--- config.mk ---
export PLATFORM = sky130hd
export DESIGN_NAME = i2s_rx_capture
export DESIGN_NICKNAME = d
export VERILOG_FILES = /design/src/rtl/i2s_pkg.sv /design/src/rtl/i2s_clk_gen.sv /design/src/rtl/i2s_rx_capture.sv
export SDC_FILE = /design/constraint.sdc
export NUM_CORES = 1
export LEC_CHECK = 0
export ABC_AREA = 1
export CORE_MARGIN = 1.5
export CORE_UTILIZATION = 30
export DETAILED_ROUTE_END_ITERATION = 10
export PLACE_DENSITY = 0.55
export SLEW_MARGIN = 40
export SYNTH_ARGS = -nofsm -noshare
export SYNTH_HDL_FRONTEND = slang
export SYNTH_SLANG_ARGS = --single-unit
--- constraint.sdc ---
create_clock -name clk_i -period 2.38 [get_ports clk_i]
set_input_delay 0.238 -clock clk_i [delete_from_list [all_inputs] [get_ports clk_i]]
set_output_delay 0.238 -clock clk_i [all_outputs]
set_load 0.02 [all_outputs]
--- src/rtl/i2s_pkg.sv ---
// Shared types and helpers for the I2S receive front-end.
package i2s_pkg;

  localparam int unsigned DEFAULT_SLOT_BITS = 32;

  typedef enum logic {
    CH_LEFT  = 1'b0,
    CH_RIGHT = 1'b1
  } i2s_chan_t;

  // Half-period of i2s_clk in system clocks, truncated and never below 1.
  function automatic int unsigned calc_half_div(input int unsigned clk_freq,
                                                input int unsigned i2s_freq);
    int unsigned div;
    div = (i2s_freq == 0) ? 1 : clk_freq / (2 * i2s_freq);
    return (div == 0) ? 1 : div;
  endfunction

endpackage

--- src/rtl/i2s_clk_gen.sv ---
// I2S bit-clock divider with rise/fall event strobes; en_i=0 parks the clock low and clears it.
module i2s_clk_gen #(
  parameter int unsigned HALF_DIV = 16
) (
  input  logic clk_i,
  input  logic rst_ni,
  input  logic en_i,
  output logic sck_o,
  output logic rise_o,
  output logic fall_o
);

  localparam int unsigned CntW = (HALF_DIV > 1) ? $clog2(HALF_DIV) : 1;
  localparam logic [CntW-1:0] CntMax = CntW'(HALF_DIV - 1);

  logic [CntW-1:0] cnt_q, cnt_d;
  logic            sck_q, sck_d;
  logic            wrap;

  assign wrap = en_i && (cnt_q == CntMax);

  always_comb begin
    cnt_d = cnt_q;
    sck_d = sck_q;
    if (!en_i) begin
      cnt_d = '0;
      sck_d = 1'b0;
    end else if (wrap) begin
      cnt_d = '0;
      sck_d = ~sck_q;
    end else begin
      cnt_d = cnt_q + 1'b1;
    end
  end

  always_ff @(posedge clk_i or negedge rst_ni) begin
    if (!rst_ni) begin
      cnt_q <= '0;
      sck_q <= 1'b0;
    end else begin
      cnt_q <= cnt_d;
      sck_q <= sck_d;
    end
  end

  // Strobes are high in the cycle whose closing edge toggles sck.
  assign rise_o = wrap && !sck_q;
  assign fall_o = wrap && sck_q;
  assign sck_o  = sck_q;

endmodule

--- src/rtl/i2s_rx_capture.sv ---
// I2S master receive front-end: bit clock/word select generation and sample deserialisation.
// Define I2S_RX_STEREO_EN to capture both channels; by default only left slots are captured.
module i2s_rx_capture
  import i2s_pkg::*;
#(
  parameter int unsigned CLK_FREQ     = 50_000_000,
  parameter int unsigned I2S_CLK_FREQ = 1_500_000,
  parameter int unsigned DATA_SIZE    = 24,
  parameter int unsigned SLOT_BITS    = DEFAULT_SLOT_BITS
) (
  input  logic                 clk_i,
  input  logic                 rst_ni,
  input  logic                 enable_i,
  output logic                 i2s_clk_o,
  output logic                 i2s_ws_o,
  input  logic                 i2s_sd_i,
  output logic [DATA_SIZE-1:0] sample_data_o,
  output logic                 sample_channel_o,
  output logic                 sample_valid_o,
  input  logic                 sample_ready_i,
  output logic                 overrun_o
);

  localparam int unsigned HalfDiv = calc_half_div(CLK_FREQ, I2S_CLK_FREQ);
  localparam int unsigned BitW    = $clog2(SLOT_BITS);
  localparam logic [BitW-1:0] BitMax  = BitW'(SLOT_BITS - 1);
  localparam logic [BitW-1:0] BitLast = BitW'(DATA_SIZE);

  logic                 rise, fall;
  logic [1:0]           sd_sync_q;
  logic                 sd_s;
  logic [BitW-1:0]      bit_cnt_q, bit_cnt_d;
  i2s_chan_t            ws_q, ws_d;
  logic [DATA_SIZE-1:0] shift_q, shift_d;
  logic [DATA_SIZE-1:0] data_q, data_d;
  i2s_chan_t            chan_q, chan_d;
  logic                 valid_q, valid_d;
  logic                 overrun_q, overrun_d;
  logic                 slot_ok, complete, load;
  i2s_chan_t            load_chan;

  i2s_clk_gen #(
    .HALF_DIV(HalfDiv)
  ) u_clk_gen (
    .clk_i (clk_i),
    .rst_ni(rst_ni),
    .en_i  (enable_i),
    .sck_o (i2s_clk_o),
    .rise_o(rise),
    .fall_o(fall)
  );

`ifdef I2S_RX_STEREO_EN
  assign slot_ok   = 1'b1;
  assign load_chan = ws_q;
`else
  assign slot_ok   = (ws_q == CH_LEFT);
  assign load_chan = CH_LEFT;
`endif

  assign sd_s = sd_sync_q[1];

  always_comb begin
    bit_cnt_d = bit_cnt_q;
    ws_d      = ws_q;
    shift_d   = shift_q;
    if (!enable_i) begin
      bit_cnt_d = '0;
      ws_d      = CH_LEFT;
      shift_d   = '0;
    end else begin
      // Slot bit 0 is the one-bit I2S delay; bits 1..DATA_SIZE carry the sample MSB first.
      if (rise && (bit_cnt_q != '0) && (bit_cnt_q <= BitLast)) begin
        shift_d = (shift_q << 1) | DATA_SIZE'(sd_s);
      end
      if (fall) begin
        if (bit_cnt_q == BitMax) begin
          bit_cnt_d = '0;
          ws_d      = (ws_q == CH_LEFT) ? CH_RIGHT : CH_LEFT;
        end else begin
          bit_cnt_d = bit_cnt_q + 1'b1;
        end
      end
    end
  end

  assign complete = enable_i && rise && (bit_cnt_q == BitLast) && slot_ok;
  assign load     = complete && (!valid_q || sample_ready_i);

  always_comb begin
    valid_d   = valid_q;
    data_d    = data_q;
    chan_d    = chan_q;
    overrun_d = complete && !load;
    if (valid_q && sample_ready_i) begin
      valid_d = 1'b0;
    end
    if (load) begin
      valid_d = 1'b1;
      data_d  = shift_d;
      chan_d  = load_chan;
    end
  end

  always_ff @(posedge clk_i or negedge rst_ni) begin
    if (!rst_ni) begin
      sd_sync_q <= '0;
      bit_cnt_q <= '0;
      ws_q      <= CH_LEFT;
      shift_q   <= '0;
      data_q    <= '0;
      chan_q    <= CH_LEFT;
      valid_q   <= 1'b0;
      overrun_q <= 1'b0;
    end else begin
      sd_sync_q <= {sd_sync_q[0], i2s_sd_i};
      bit_cnt_q <= bit_cnt_d;
      ws_q      <= ws_d;
      shift_q   <= shift_d;
      data_q    <= data_d;
      chan_q    <= chan_d;
      valid_q   <= valid_d;
      overrun_q <= overrun_d;
    end
  end

  assign i2s_ws_o         = ws_q;
  assign sample_data_o    = data_q;
  assign sample_channel_o = chan_q;
  assign sample_valid_o   = valid_q;
  assign overrun_o        = overrun_q;

endmodule

==> results.toml <==
[place]
placed_cell_area_mm2 = 0.00332
portBuffers = 32
dpl.hpwl_um = 3910
place_inst = 465
gp_congestion = 0.726

[drt]
vias_per_cell = 4.56
ant_nets = 0
drc = 0
wl_per_cell_um = 12.6
drt_iter0_markers = 125
dr.pass1.iters = 4
drt_wl_total_um = 6100
num_vias = 2199

[global_route]
antenna_found_initial = 0
track_usage_pct = 13.5
overflow = 0
grt_max_degree = 58
grt_pass1_vias = 2209
grt_pass1_wl_um = 10800

[final_layout]
fin_area_mm2 = 0.00351
diodes = 0
finalNonFillerCells = 482
nNetsFinal = 357
synthToLayoutAreaGrowth_pct = 21.2
drive_above_1_share_pct = 9.35

[die]
num_rows = 35
core_area_mm2 = 0.00928
die_x_um = 101
ios = 34
die_area_mm2 = 0.0103
fp.dieH_um = 101
initial_core_util_pct = 31.2

[setup_path]
regToRegStartpoint = "bit_cnt_q[0]"
critPathLaunch = "bit_cnt_q[0]"
cp_max_fo = 25
cp_data_required_time_ns = 2.60
r2r_slack_ns = 0.54
end_kind = "flop"
cp-start-kind = "flop"
critPathArrivalTime_ns = 2.06
critPathKind = "flop to flop"

[status]
status = "finished, final reports clean"

[min_path]
hp-start = "i2s_sd_i"
hp-class = "primary input to flop"

[clocking]
post_cts_buffers = 0
hold_buffers = 1
cts_root_buffer = "clkbuf_8"
cts_buffer_depth = 2
clkLatencyLatePin_ns = 0.34
cts_tree = "done"
clkSlewWorstSetupHoldPaths_ns = 0.07
cts.sinks = 63
cts_resized = 0
numCtsBuffers = 9
htreeDepth = 3

[pwr]
finalPower_w = 0.00212
total_leakage_power_nw = 1.76
powerDensity_mw_per_mm2 = 603
peakVddDrop_mv = 0.251

[timing]
maxSlewViolCount = 0
fin_tns_setup_ns = 0
holdWs_ns = 0.340
hold_viol = 0
setup_violations = 0
timing.slew.headroom_pct = 53.2
rsz0062_at_grt = "false"
max_freq_ghz = 0.542
finClkSkew_ns = 0.00694
max_slew.worst_pin.slew_ns = 0.701
min_period_over_period_pct = 77.5
min_period_ns = 1.84

[synth]
synth_area_mm2 = 0.00290
yosys.area.top_type_share_pct = 54.4
avgSynthCellArea_um2 = 9.20
synth.distinct_cells = 27
yosysSeqAreaShare_pct = 54.4
dominantRegCellSynth = "dfrtp_1"
synth_most_common_cell = "nand2_1"
synth_common_cells = "107 x nand2_1, 63 x dfrtp_1, 28 x nand3_1"
synth_edf_count = 0
postSynth.asyncResetShare_pct = 100
synth_top_area_cell = "dfrtp_1"
synth_area_leaders = "dfrtp_1 54%, nand2_1 14%, a21boi_0 6.2%, nand4_1 5.4%, nand3_1 4.8%"
syn_nets = 324
ys_seq_elements = 63
synth_warnings = 0
postSynthCellCount = 315

[job]
maxCapViolCount = 0
-- final timing paths --
check,end,cells after the start
min in group asynchronous,bit_cnt_q[1],2
setup / recovery,sample_data_o[5],9
hold reg to reg,sd_sync_q[1],0
hold / removal,sd_sync_q[0],1
max in group asynchronous,shift_q[9],3
setup reg to reg,sample_data_o[5],9
-- layout by cell type (no fill, tap or decap), types with 7 or more instances in the layout --
master,instances
nand2_1,107
nand3_1,28
inv_1,13
clkdlybuf4s50_1,31
buf_4,7
dfrtp_1,63
nand4_1,25
a21boi_0,24
clkbuf_8,11
-- registers in the layout (all words and copies together) (netlist names) --
name             flops
i2s_ws_o             1
sample_data_o       24
u_clk_gen.sck_o      1
sd_sync_q            2
shift_q             24
sample_valid_o       1
u_clk_gen.cnt_q      4
overrun_o            1
bit_cnt_q            5
-- per-layer routing --
metal	wire (µm)	vias to the layer above	track usage, %
met1	3150	1042	18.6
met5	0	-	0
met2	2670	34	20.2
met4	99	0	5.13
li1	-	1115	-
met3	171	8	3.59
-- per-stage QoR --
step	util, %	setup slack (ns)
finish	37.8	0.536
detailed placement	35.8	0.329
floorplan	-	0.883
CTS	37.8	0.493
global route	37.8	0.292
global placement	35.8	0.396
-- kinds of logic after synthesis --
kind of cell             synth area share (%)
AND/OR/NAND/NOR                          28.8
other                                   0.129
adder cells (fa/ha/maj)                  1.73
flip-flops                               54.4
AO/OA/AOI/OAI                            8.68
buffers and inverters                    6.22
-- worst max-delay path, cell delays in order, from the launching register on --
cell and delay, ns:
dfrtp_1 0.40, inv_1 0.10, ha_1 0.18, nand2_1 0.09, nor3_2 0.18, nand2_4 0.10
nor2_8 0.32, inv_4 0.19, nand2_1 0.10, nand2_1 0.05
-- layout make-up --
class                   count  area [µm²]
repair buffers             41         398
flip-flops and latches     63        1580
multi-input cells         218        1140
clock buffers              13         159
clock inverters             3        17.5
inverters                  15        58.8
fillers                   976        5770
well taps                 129         161
-- where the power goes --
| group | switching [W] | internal [W] |
|---|---|---|
| Clock | 0.000406 | 0.000432 |
| Combinational | 0.000121 | 0.0000546 |
| Sequential | 0.0000148 | 0.00109 |
| Total | 0.000542 | 0.00157 |
(Power assumes the default switching activity.)
